[src/rtl/fetch_pkg.sv]
// Shared types and constants for the queued fetch stage.
package fetch_pkg;

  localparam int unsigned DEFAULT_XLEN = 32;
  localparam int unsigned PC_INC       = 4;

  // One fetch-queue entry: instruction word plus its PC and PC+4.
  typedef struct packed {
    logic [DEFAULT_XLEN-1:0] instr;
    logic [DEFAULT_XLEN-1:0] pc;
    logic [DEFAULT_XLEN-1:0] pcplus4;
  } fetch_entry_t;

endpackage

[src/rtl/fetch_fifo.sv]
// Parametrised synchronous FIFO with flush; the head entry is read straight
// from registered storage, so there is no write-to-read bypass.
module fetch_fifo #(
  parameter int unsigned DEPTH = 4,
  parameter type         T     = logic [31:0],
  parameter int unsigned CNT_W = $clog2(DEPTH) + 1
) (
  input  logic             clk,
  input  logic             rst_n,
  input  logic             i_push,
  input  T                 i_data,
  input  logic             i_pop,
  input  logic             i_flush,
  output T                 o_head,
  output logic [CNT_W-1:0] o_count,
  output logic             o_empty,
  output logic             o_full
);

  localparam int unsigned PTR_W = $clog2(DEPTH);

  T                 r_mem [DEPTH];
  logic [PTR_W-1:0] r_rd_ptr;
  logic [PTR_W-1:0] r_wr_ptr;
  logic [CNT_W-1:0] r_count;
  logic             w_push;
  logic             w_pop;

  // Flush wins over push/pop; pop on empty and push on full-without-pop are ignored.
  assign w_pop  = i_pop && !i_flush && !o_empty;
  assign w_push = i_push && !i_flush && (!o_full || w_pop);

  assign o_head  = r_mem[r_rd_ptr];
  assign o_count = r_count;
  assign o_empty = (r_count == '0);
  assign o_full  = (r_count == CNT_W'(DEPTH));

  // Storage array; contents need no reset because occupancy gates every use.
  always_ff @(posedge clk) begin
    if (w_push) r_mem[r_wr_ptr] <= i_data;
  end

  // Pointers and occupancy.
  always_ff @(posedge clk or negedge rst_n) begin
    if (!rst_n) begin
      r_rd_ptr <= '0;
      r_wr_ptr <= '0;
      r_count  <= '0;
    end else if (i_flush) begin
      r_rd_ptr <= '0;
      r_wr_ptr <= '0;
      r_count  <= '0;
    end else begin
      if (w_push) r_wr_ptr <= r_wr_ptr + 1'b1;
      if (w_pop)  r_rd_ptr <= r_rd_ptr + 1'b1;
      r_count <= r_count + CNT_W'(w_push) - CNT_W'(w_pop);
    end
  end

endmodule

[src/rtl/fetch_stage_q.sv]
// Queued IF stage: credit-limited PC-ordered requests to a variable-latency
// instruction memory, in-order responses buffered in a fetch queue, decode
// handshake, and redirect with discard of stale in-flight responses.
module fetch_stage_q
  import fetch_pkg::*;
#(
  parameter int unsigned     XLEN     = DEFAULT_XLEN,
  parameter logic [XLEN-1:0] RESET_PC = 32'h0000_0000,
  parameter int unsigned     FQ_DEPTH = 4,
  parameter int unsigned     CNT_W    = $clog2(FQ_DEPTH) + 1
) (
  input  logic            clk,
  input  logic            rst,
  input  logic            pcsrc,
  input  logic [XLEN-1:0] pctare,
  output logic            imem_req_valid,
  input  logic            imem_req_ready,
  output logic [XLEN-1:0] imem_req_addr,
  input  logic            imem_rsp_valid,
  input  logic [XLEN-1:0] imem_rsp_data,
  output logic            dec_valid,
  input  logic            dec_ready,
  output logic [XLEN-1:0] instrd,
  output logic [XLEN-1:0] pcd,
  output logic [XLEN-1:0] pcplus4D
);

  logic [XLEN-1:0]  r_pc;
  logic [CNT_W-1:0] r_drop;
  logic [CNT_W-1:0] w_inflight;
  logic [CNT_W-1:0] w_q_count;
  logic [CNT_W:0]   w_credit_used;
  logic             w_tag_empty;
  logic             w_tag_full;
  logic             w_q_empty;
  logic             w_q_full;
  logic [XLEN-1:0]  w_tag_head;
  logic             w_req_fire;
  logic             w_rsp_keep;
  logic             w_q_pop;
  fetch_entry_t     w_q_in;
  fetch_entry_t     w_q_head;

  // In-flight count is the PC-tag FIFO occupancy: one tag per outstanding request.
  assign w_credit_used  = {1'b0, w_inflight} + {1'b0, w_q_count};
  assign imem_req_valid = rst && !pcsrc && (w_credit_used < (CNT_W+1)'(FQ_DEPTH));
  assign imem_req_addr  = r_pc;
  assign w_req_fire     = imem_req_valid && imem_req_ready;

  assign w_rsp_keep = imem_rsp_valid && (r_drop == '0) && !pcsrc;
  assign dec_valid  = !w_q_empty;
  assign w_q_pop    = dec_valid && dec_ready;

  // Queue entry assembled from the response and the tag of its request.
  always_comb begin
    w_q_in         = '0;
    w_q_in.instr   = imem_rsp_data;
    w_q_in.pc      = w_tag_head;
    w_q_in.pcplus4 = w_tag_head + XLEN'(PC_INC);
  end

  // Decode outputs are forced to zero while no instruction is presented.
  always_comb begin
    instrd   = '0;
    pcd      = '0;
    pcplus4D = '0;
    if (dec_valid) begin
      instrd   = w_q_head.instr;
      pcd      = w_q_head.pc;
      pcplus4D = w_q_head.pcplus4;
    end
  end

  // Fetch PC: redirect target or sequential advance on accepted request.
  always_ff @(posedge clk or negedge rst) begin
    if (!rst)            r_pc <= RESET_PC;
    else if (pcsrc)      r_pc <= pctare;
    else if (w_req_fire) r_pc <= r_pc + XLEN'(PC_INC);
  end

  // Stale-response counter: on redirect, everything still outstanding after
  // this cycle's response must be thrown away.
  always_ff @(posedge clk or negedge rst) begin
    if (!rst)                                  r_drop <= '0;
    else if (pcsrc)                            r_drop <= w_inflight - CNT_W'(imem_rsp_valid);
    else if (imem_rsp_valid && r_drop != '0)   r_drop <= r_drop - 1'b1;
  end

  fetch_fifo #(
    .DEPTH (FQ_DEPTH),
    .T     (logic [XLEN-1:0]),
    .CNT_W (CNT_W)
  ) u_tag_fifo (
    .clk     (clk),
    .rst_n   (rst),
    .i_push  (w_req_fire),
    .i_data  (r_pc),
    .i_pop   (imem_rsp_valid),
    .i_flush (1'b0),
    .o_head  (w_tag_head),
    .o_count (w_inflight),
    .o_empty (w_tag_empty),
    .o_full  (w_tag_full)
  );

  fetch_fifo #(
    .DEPTH (FQ_DEPTH),
    .T     (fetch_entry_t),
    .CNT_W (CNT_W)
  ) u_fetch_q (
    .clk     (clk),
    .rst_n   (rst),
    .i_push  (w_rsp_keep),
    .i_data  (w_q_in),
    .i_pop   (w_q_pop),
    .i_flush (pcsrc),
    .o_head  (w_q_head),
    .o_count (w_q_count),
    .o_empty (w_q_empty),
    .o_full  (w_q_full)
  );

  a_rsp_has_tag: assert property (@(posedge clk) disable iff (!rst)
    imem_rsp_valid |-> !w_tag_empty);
  a_tag_no_ovf: assert property (@(posedge clk) disable iff (!rst)
    w_req_fire |-> !w_tag_full);
  a_q_no_ovf: assert property (@(posedge clk) disable iff (!rst)
    w_rsp_keep |-> (!w_q_full || w_q_pop));

endmodule

[config.mk]
export PLATFORM = sky130hd
export DESIGN_NAME = fetch_stage_q
export DESIGN_NICKNAME = d
export VERILOG_FILES = /design/src/rtl/fetch_pkg.sv /design/src/rtl/fetch_fifo.sv /design/src/rtl/fetch_stage_q.sv
export SDC_FILE = /design/constraint.sdc
export NUM_CORES = 1
export LEC_CHECK = 0
export BUFFER_PORTS_ARGS = -buffer_cell sky130_fd_sc_hd__buf_2
export CORE_ASPECT_RATIO = 0.75
export CORE_MARGIN = 2
export CORE_UTILIZATION = 35
export CTS_CLUSTER_DIAMETER = 50
export DETAILED_ROUTE_END_ITERATION = 10
export PLACE_DENSITY = 0.57
export SLEW_MARGIN = 40
export SYNTH_ARGS = -nofsm -noshare
export SYNTH_HDL_FRONTEND = slang
export SYNTH_SLANG_ARGS = --single-unit
export TNS_END_PERCENT = 30
[constraint.sdc]
create_clock -name clk -period 6.5 [get_ports clk]
set_input_delay 1.625 -clock clk [delete_from_list [all_inputs] [get_ports clk]]
set_output_delay 1.625 -clock clk [all_outputs]
set_load 0.01 [all_outputs]
==> flow_summary_export.csv, run 1 <==
group,metric,value,unit
run_status,status,"finished clean",
grt,pin_count_of_the_biggest_net_entering_global_routing,54,
sta,holdWs,0.563,ns
sta,fmax,218,MHz
cts,ctsHoldBuffers,0,
power,leakagePower,8.98,nW
logic_synthesis,synth_compound_area_share,2.15,%
cells_and_area,layout_common_cells,"504 x sky130_fd_sc_hd__edfxtp_1, 199 x sky130_fd_sc_hd__buf_2, 121 x sky130_fd_sc_hd__mux4_2, 102 x sky130_fd_sc_hd__and2_1, 53 x sky130_fd_sc_hd__clkbuf_16",
logic_synthesis,post_synth_fa_ha_maj_area_fraction,1.29,%
logic_synthesis,synth_top_family_by_area,"multiplexers",
sta,clock-skew-final,0.0226,ns
cells_and_area,fillers,5681,
die,row_count,80,
cells_and_area,layout_commonest_cell,"sky130_fd_sc_hd__edfxtp_1",
routing,routed_wl,48900,um
cts,cts_buffer_depth,3,
sta,timing.final.hold_violations,0,
logic_synthesis,async_reset_ff_share,8.86,%
placed_design,globalplace.congestion,0.778,
critical_path,path_max_fanout,25,
grt,gr-usage-all-layers,14.6,%
logic_synthesis,top_reg_cell_synth,"sky130_fd_sc_hd__edfxtp_1",
placed_design,hpwl,30900,um
logic_synthesis,yosys.area_share.xor_xnor,1.79,%
grt,vias_in_the_first_global_route,11700,
critical_path,worstPathArrival,2.96,ns
routing,vias,11500,
logic_synthesis,synthesis.instances,1176,
cells_and_area,ff_latch_area,16400,sq um
logic_synthesis,synthDistinctLibCells,56,
routing,drtPass1Iterations,5,
cts,cts.sinks,553,
hold_path,holdCritPathClass,"reg2reg",
logic_synthesis,mappedNetlistArea,22500,sq um
power,vdd.ir_drop.worst,0.222,mV
cells_and_area,final_core_util,41.6,%
logic_synthesis,synth-edff-count,504,
critical_path,timing.critical_path.required,4.88,ns
die,dieHeight,223,um
sta,grt_setup_unrepaired,"false",
logic_synthesis,ff_latch_count_synth,553,
cts,cts_setup_buffers,0,
grt,grt_antenna_before_repair,1,
routing,wl_per_cell,21.2,um
critical_path,cp-start-kind,"flop",
logic_synthesis,synth-seq-area-share,72.9,%
grt,grt_overflow,0,
die,design.core.area,63600,sq um
grt,grt_first_pass_wirelength,73100,um
logic_synthesis,yosys_warnings,0,
die,die-area,66200,sq um
critical_path,critPathCaptureType,"output pin",
die,start_util,35.3,%
routing,post_drt_via_cell_ratio,4.99,
cells_and_area,finish.net_count,1490,
logic_synthesis,avgSynthCellArea,19.1,sq um
hold_path,min_path_cells,2,
power,pwr_density_cell,403,nW/um^2
cts,clk_pin_slew_worst_paths,0.06,ns
logic_synthesis,synth_simple_gate_area_share,7.23,%
cts,clock_latency,0.59,ns
job,max-cap-violations,0,
power,report.power.total,0.0106,W
cells_and_area,drive_above_1_share,31.3,%
cells_and_area,multi_input_comb_area,5740,sq um
cts,tritoncts_clock_tree,"yes",
cts,postCtsResizedCells,0,
cells_and_area,antennaDiodeCount,0,
sta,setup-violations-final,0,
critical_path,worst-setup-path-type,"reg2out",
critical_path,ff2ff_path_depth,7,
sta,timing.slew.headroom,49.6,%
placed_design,portBuffers,199,
logic_synthesis,synth_nets,1268,
cells_and_area,synthToLayoutAreaGrowth,17.7,%
sta,tightest_slew,0.755,ns
sta,crit_share_post_route,70.5,%
routing,postRouteAntennaNets,0,
sta,finalSetupTns,0,ns
sta,final_period_minus_worst_setup_slack,4.58,ns
cts,htree_levels,2,
routing,drt_drc_violations_left,0,
cts,cts_root_buf,"sky130_fd_sc_hd__clkbuf_16",
die,die_w,296,um
sta,timing_max_transition_violations_final,0,
routing,detailedRoute.firstIterationViolations,766,
logic_synthesis,synthMuxAreaShare,13.0,%
cts,cts_buffers,53,
die,top_level_ports,200,
## layer usage
layer,GRT usage (%),vias up,share of wire (%)
met1,22.2,5939,49
met3,2.88,48,5.6
met2,22.1,317,45
li1,-,5170,-
met5,0,-,0.027
met4,2.49,2,1.0
## through the flow
stage	setup slack (ns)	area (sq um)	std cells
CTS	1.83	26400	2300
detailed placement	1.83	24500	2202
finish	1.92	26400	2302
floorplan	1.48	22500	1176
global route	1.70	26400	2302
global placement	1.89	24500	2198
## worst paths after layout
path                                         from                     end  slack, ns
hold reg to reg                         r_drop[1]               r_drop[1]       0.56
setup / recovery            u_fetch_q.r_rd_ptr[0]               instrd[9]       1.92
setup reg to reg           u_tag_fifo.r_rd_ptr[0]  u_fetch_q.r_mem[0][24]       3.18
min in group asynchronous                     rst               r_drop[1]       1.18
hold / removal                          r_drop[1]               r_drop[1]       0.56
max in group asynchronous                     rst   u_fetch_q.r_rd_ptr[1]       4.79
## report_power, final
part | internal, W | switching (W)
combinational | 0.00120 | 0.00163
clock | 0.00190 | 0.00132
sequential | 0.00436 | 0.000224
## worst max-delay path: stages, from the launching register on
cell	delay (ns)
sky130_fd_sc_hd__dfrtp_4	0.67
sky130_fd_sc_hd__buf_12	0.29
sky130_fd_sc_hd__buf_4	0.46
sky130_fd_sc_hd__mux4_2	0.58
sky130_fd_sc_hd__and2_1	0.18
sky130_fd_sc_hd__buf_2	0.13
## state kept, by name (all words and copies together) (netlist names), 3 cells and up
register,cells
u_fetch_q.r_mem,376
u_fetch_q.o_count,3
r_drop,3
u_tag_fifo.o_count,3
u_tag_fifo.r_mem,128
imem_req_addr,32
## cell type report
cell class	instances	share of cell area, %
Sequential cell	553	62.0
Multi-Input combinational cell	541	21.7
Clock buffer	61	5.13
Timing Repair Buffer	227	4.99
Tap cell	861	4.08
Clock inverter	37	1.80
Inverter	22	0.313
## cells in the mapped netlist (19+ instances only)
cell type                    n  area share (%)
sky130_fd_sc_hd__xnor2_1    31             1.2
sky130_fd_sc_hd__edfxtp_1  504              67
sky130_fd_sc_hd__mux4_2    121              12
sky130_fd_sc_hd__and2_1    106             3.0
sky130_fd_sc_hd__o21ai_0    19            0.42
sky130_fd_sc_hd__inv_1      22            0.37
sky130_fd_sc_hd__nand3_1    23            0.51
sky130_fd_sc_hd__nand4_1    21            0.59
sky130_fd_sc_hd__ha_1       20             1.1
sky130_fd_sc_hd__dfrtp_1    49             5.5
sky130_fd_sc_hd__nand2_1    48            0.80
sky130_fd_sc_hd__clkbuf_1   31            0.52
## cell families after synthesis
logic type                 after synthesis
and+or+nand+nor                        275
muxes                                  133
buffers and inverters                   82
adders and majority gates               22
DFF                                    553
AOI/OAI and AO/OA                       65
xor gates and xnor gates                46
No activity file was read; power rests on OpenSTA's default activity.
==> inputs of run 2 (changes only) <==
--- a/config.mk
+++ b/config.mk
@@ -11,7 +11,7 @@
 export CORE_UTILIZATION = 35
 export CTS_CLUSTER_DIAMETER = 50
 export DETAILED_ROUTE_END_ITERATION = 10
-export PLACE_DENSITY = 0.57
+export PLACE_DENSITY = 0.58
 export SLEW_MARGIN = 40
 export SYNTH_ARGS = -nofsm -noshare
 export SYNTH_HDL_FRONTEND = slang
==> constraint.sdc (replaced) <==
create_clock -name clk -period 3.8 [get_ports clk]
set_input_delay 0.95 -clock clk [delete_from_list [all_inputs] [get_ports clk]]
set_output_delay 0.95 -clock clk [all_outputs]
set_load 0.01 [all_outputs]
==> flow_summary_export.csv, run 2 (synthesized netlist as in run 1, its figures left out) <==
group,metric,value,unit
run_status,status,"finished clean",
cells_and_area,layout_commonest_cell,"sky130_fd_sc_hd__edfxtp_1",
die,die_w,296,um
hold_path,holdCritPathClass,"in2async",
cts,cts.sinks,553,
cells_and_area,synthToLayoutAreaGrowth,17.8,%
sta,final_critical_path_setup_slack,0.184,ns
grt,grt_first_pass_wirelength,73800,um
cts,cts_setup_buffers,0,
cts,tritoncts_clock_tree,"yes",
sta,tightest_slew,0.784,ns
cells_and_area,antennaDiodeCount,0,
critical_path,worstPathArrival,2.67,ns
placed_design,placed_cells_incl_taps,2207,
cts,postCtsResizedCells,0,
grt,pin_count_of_the_biggest_net_entering_global_routing,97,
placed_design,globalplace.congestion,0.751,
cells_and_area,final_core_util,41.6,%
power,report.power.total,0.0181,W
cts,clk_pin_slew_worst_paths,0.06,ns
grt,vias_in_the_first_global_route,11700,
sta,holdWs,0.506,ns
critical_path,critPathCaptureType,"output pin",
sta,timing.final.hold_violations,0,
die,design.core.area,63600,sq um
cts,ctsHoldBuffers,0,
cts,cts_root_buf,"sky130_fd_sc_hd__clkbuf_16",
cells_and_area,largest_register,"u_fetch_q.r_mem",
power,leakagePower,8.99,nW
die,die-area,66200,sq um
routing,post_drt_via_cell_ratio,4.99,
critical_path,timing.critical_path.required,2.85,ns
critical_path,cp-start-kind,"flop",
cts,clock_latency,0.61,ns
sta,final_period_minus_worst_setup_slack,3.62,ns
sta,grt_setup_unrepaired,"false",
cells_and_area,drive_above_1_share,31.4,%
die,top_level_ports,200,
sta,crit_share_post_route,95.2,%
power,vdd.ir_drop.worst,0.358,mV
die,start_util,35.3,%
cells_and_area,largest_register_ff_count,376,
cells_and_area,instances_no_fill,2311,
placed_design,hpwl,30500,um
routing,postRouteAntennaNets,0,
cells_and_area,layout_common_cells,"504 x sky130_fd_sc_hd__edfxtp_1, 199 x sky130_fd_sc_hd__buf_2, 121 x sky130_fd_sc_hd__mux4_2, 102 x sky130_fd_sc_hd__and2_1, 57 x sky130_fd_sc_hd__clkbuf_16",
cells_and_area,finish.net_count,1497,
cells_and_area,ff_latch_area,16400,sq um
routing,drtPass1Iterations,5,
grt,grt_overflow,0,
routing,vias,11500,
placed_design,portBuffers,199,
placed_design,dp_worst_setup_slack,0.724,ns
critical_path,worst-setup-path-type,"reg2out",
routing,routed_wl,49100,um
routing,detailedRoute.firstIterationViolations,758,
die,row_count,80,
grt,gr-usage-all-layers,14.8,%
grt,grt_antenna_before_repair,0,
sta,fmax,277,MHz
sta,timing.slew.headroom,47.7,%
die,dieHeight,223,um
cts,cts_buffer_depth,3,
routing,wl_per_cell,21.2,um
routing,drt_drc_violations_left,0,
job,max-cap-violations,0,
sta,setup-violations-final,0,
power,pwr_density_cell,685,nW/um^2
cells_and_area,multi_input_comb_area,5730,sq um
sta,timing_max_transition_violations_final,0,
cts,htree_levels,2,
sta,clock-skew-final,0.0224,ns
critical_path,path_max_fanout,42,
cells_and_area,fillers,5680,
cts,cts_buffers,57,
## run 2: changes by cell type in the layout (fill, tap and decap cells not counted), sizes merged
| cell | previous run | this run |
|---|---|---|
| buf | 227 | 230 |
| clkbuf | 61 | 72 |
| bufinv | 10 | 4 |
| inv | 24 | 25 |
## run 2: path summary, 6_finish.rpt
check	end	startpoint	slack, ns	cells after the start
max in group asynchronous	u_fetch_q.r_rd_ptr[0]	rst	2.73	2
min reg2reg	u_tag_fifo.r_mem[1][0]	imem_req_addr[0]	0.57	0
min	r_drop[1]	rst	0.51	2
min in group clk	imem_req_addr[30]	pctare[30]	0.53	3
max reg2reg	u_fetch_q.r_mem[2][30]	u_tag_fifo.r_rd_ptr[1]	0.78	6
max	pcd[20]	u_fetch_q.r_rd_ptr[0]	0.18	4
## run 2: stage by stage
stage               TNS [ns]  cell area, sq um
floorplan            -102.47             22500
global placement           0             24600
detailed placement         0             24700
CTS                        0             26500
global route               0             26500
finish                     0             26500
## run 2: layout make-up
| class | count | area share, % |
|---|---|---|
| clock inverters | 32 | 1.15 |
| repair buffers | 230 | 5.26 |
| clock buffers | 72 | 5.64 |
| multi-input cells | 541 | 21.7 |
| inverters | 22 | 0.312 |
| well taps | 861 | 4.07 |
| flip-flops and latches | 553 | 61.9 |
## run 2: where the power goes
group          leakage, nW  switching (W)  internal, W
sequential            5.14       0.000392      0.00746
combinational         2.98        0.00279      0.00206
clock                0.871        0.00235      0.00307
total                 8.99        0.00553       0.0126
## run 2: routing by layer
metal	up-vias	share of wire (%)	GRT usage (%)
met4	0	1.6	3.63
met1	5958	48	22.2
met2	349	44	21.9
met3	59	6.3	3.34
li1	5172	-	-
met5	-	0	0
## run 2: critical path: stages, from the launching register on
cell                      delay [ns]
sky130_fd_sc_hd__dfrtp_4        0.68
sky130_fd_sc_hd__buf_12         0.38
sky130_fd_sc_hd__mux4_2         0.54
sky130_fd_sc_hd__and2_1         0.23
sky130_fd_sc_hd__buf_2          0.16
==> inputs of run 3 (changes only) <==
--- a/config.mk
+++ b/config.mk
@@ -5,13 +5,15 @@
 export SDC_FILE = /design/constraint.sdc
 export NUM_CORES = 1
 export LEC_CHECK = 0
+export ABC_CLOCK_PERIOD_IN_PS = 3800
 export BUFFER_PORTS_ARGS = -buffer_cell sky130_fd_sc_hd__buf_2
 export CORE_ASPECT_RATIO = 0.75
 export CORE_MARGIN = 2
-export CORE_UTILIZATION = 35
+export CORE_UTILIZATION = 43
 export CTS_CLUSTER_DIAMETER = 50
 export DETAILED_ROUTE_END_ITERATION = 10
-export PLACE_DENSITY = 0.58
+export PLACE_DENSITY = 0.68
+export RECOVER_POWER = 25
 export SLEW_MARGIN = 40
 export SYNTH_ARGS = -nofsm -noshare
 export SYNTH_HDL_FRONTEND = slang
==> flow_summary_export.csv, run 3 (synthesized netlist as in run 1, its figures left out) <==
group,metric,value,unit
cells_and_area,drive_above_1_share,29.7,%
grt,grt_first_pass_wirelength,70000,um
cts,clk_pin_slew_worst_paths,0.07,ns
cells_and_area,synthToLayoutAreaGrowth,17.4,%
routing,vias,11600,
cells_and_area,fillers,4197,
cts,cts_root_buf,"sky130_fd_sc_hd__clkbuf_16",
die,dieHeight,202,um
die,die-area,54100,sq um
cells_and_area,final_core_util,51.1,%
cells_and_area,layout_commonest_cell,"sky130_fd_sc_hd__edfxtp_1",
critical_path,path_max_fanout,20,
job,max-cap-violations,0,
critical_path,worstPathArrival,2.52,ns
placed_design,dp_worst_setup_slack,0.655,ns
sta,crit_share_post_route,91.3,%
die,top_level_ports,200,
critical_path,critPathCaptureType,"output pin",
placed_design,hpwl,29200,um
sta,timing.final.hold_violations,0,
sta,clock-skew-final,0.0194,ns
placed_design,detailed_place.area,24500,sq um
cts,cts_buffers,53,
cells_and_area,finish.net_count,1497,
cts,htree_levels,2,
sta,timing.slew.headroom,49.7,%
sta,final_period_minus_worst_setup_slack,3.47,ns
cells_and_area,post_route_cell_area,26400,sq um
cts,postCtsResizedCells,0,
cts,ctsHoldBuffers,0,
cells_and_area,layout_common_cells,"504 x sky130_fd_sc_hd__edfxtp_1, 165 x sky130_fd_sc_hd__buf_2, 121 x sky130_fd_sc_hd__mux4_2, 102 x sky130_fd_sc_hd__and2_1, 55 x sky130_fd_sc_hd__clkbuf_16",
die,design.core.area,51600,sq um
sta,tightest_slew,0.755,ns
sta,finalSetupTns,0,ns
placed_design,portBuffers,199,
routing,routed_wl,46200,um
routing,post_drt_via_cell_ratio,5.40,
grt,grt_overflow,0,
power,vdd.ir_drop.worst,0.391,mV
cts,cts.sinks,553,
cts,cts_setup_buffers,0,
grt,vias_in_the_first_global_route,11800,
sta,fmax,288,MHz
grt,grt_antenna_before_repair,0,
routing,postRouteAntennaNets,0,
cts,cts_buffer_depth,3,
grt,gr-usage-all-layers,17.1,%
sta,grt_setup_unrepaired,"false",
routing,wl_per_cell,21.5,um
cells_and_area,largest_register,"u_fetch_q.r_mem",
cts,tritoncts_clock_tree,"yes",
critical_path,worst-setup-path-type,"reg2out",
routing,detailedRoute.firstIterationViolations,1033,
power,pwr_density_cell,692,nW/um^2
power,leakagePower,8.97,nW
die,start_util,43.5,%
die,row_count,72,
run_status,status,"finished clean",
sta,setup-violations-final,0,
critical_path,cp-start-kind,"flop",
hold_path,holdCritPathClass,"reg2reg",
routing,drtPass1Iterations,7,
routing,drt_drc_violations_left,0,
sta,final_critical_path_setup_slack,0.332,ns
cells_and_area,largest_register_ff_count,376,
cts,clock_latency,0.59,ns
cells_and_area,ff_latch_area,16400,sq um
die,die_w,268,um
grt,pin_count_of_the_biggest_net_entering_global_routing,69,
sta,timing_max_transition_violations_final,0,
cells_and_area,multi_input_comb_area,5730,sq um
placed_design,globalplace.congestion,0.816,
critical_path,timing.critical_path.required,2.85,ns
==> run 3: changes by cell type in the layout (fill, tap and decap cells not counted), sizes merged, moves of 2 or more <==
cell	before	now
clkbuf	72	98
bufinv	4	10
clkinv	21	15
buf	230	200
inv	25	27
==> run 3: path summary, 6_finish.rpt <==
check / slack, ns / start / cells past startpoint / endpoint
hold / removal: 0.54 / imem_req_addr[30] / 0 / u_tag_fifo.r_mem[3][30]
hold reg to reg: 0.54 / imem_req_addr[30] / 0 / u_tag_fifo.r_mem[3][30]
setup reg to reg: 0.88 / u_tag_fifo.r_rd_ptr[0] / 5 / u_fetch_q.r_mem[1][30]
max in group asynchronous: 2.70 / rst / 2 / u_tag_fifo.r_rd_ptr[0]
setup / recovery: 0.33 / u_fetch_q.r_rd_ptr[0] / 4 / instrd[26]
min in group asynchronous: 0.58 / rst / 2 / r_drop[1]
==> run 3: through the flow <==
| step | hold WS (ns) | std cells | total power, W |
|---|---|---|---|
| 6_report | 0.543 | 2153 | 0.0182 |
| 5_1_grt | 0.562 | 2152 | 0.0191 |
| 4_1_cts | 0.521 | 2152 | 0.0185 |
| 3_5_place_dp | 0.534 | 2053 | 0.0128 |
| 3_3_place_gp | 0.536 | 2053 | 0.0127 |
| 2_1_floorplan | 0.503 | 1176 | 0.0110 |
==> run 3: layer usage <==
| metal | global-route usage [%] | routed length (um) | share of wire, % |
|---|---|---|---|
| met2 | 26.6 | 21400 | 46 |
| met4 | 3.49 | 635 | 1.4 |
| met3 | 3.14 | 2790 | 6.0 |
| met1 | 25.4 | 21400 | 46 |
| met5 | 0 | 0 | 0 |
==> run 3: layout make-up <==
| cell class | instances | area share, % |
|---|---|---|
| sequential | 553 | 62.1 |
| antenna | 1 | 0.00949 |
| multi-input combinational | 541 | 21.7 |
| tap | 703 | 3.34 |
| clock inverter | 35 | 1.75 |
| inverter | 22 | 0.313 |
| clock buffer | 64 | 5.43 |
| timing repair buffer | 234 | 5.33 |
==> run 3: power breakdown <==
part / internal [W] / switching [W] / total, W
sequential: 0.00746 / 0.000358 / 0.00782
combinational: 0.00205 / 0.00273 / 0.00478
clock: 0.00338 / 0.00226 / 0.00564
==> run 3: worst max-delay path, stage by stage, from the launching register on <==
cell	delay (ns)
sky130_fd_sc_hd__dfrtp_4	0.72
sky130_fd_sc_hd__buf_4	0.32
sky130_fd_sc_hd__mux4_2	0.54
sky130_fd_sc_hd__and2_1	0.18
sky130_fd_sc_hd__buf_2	0.13
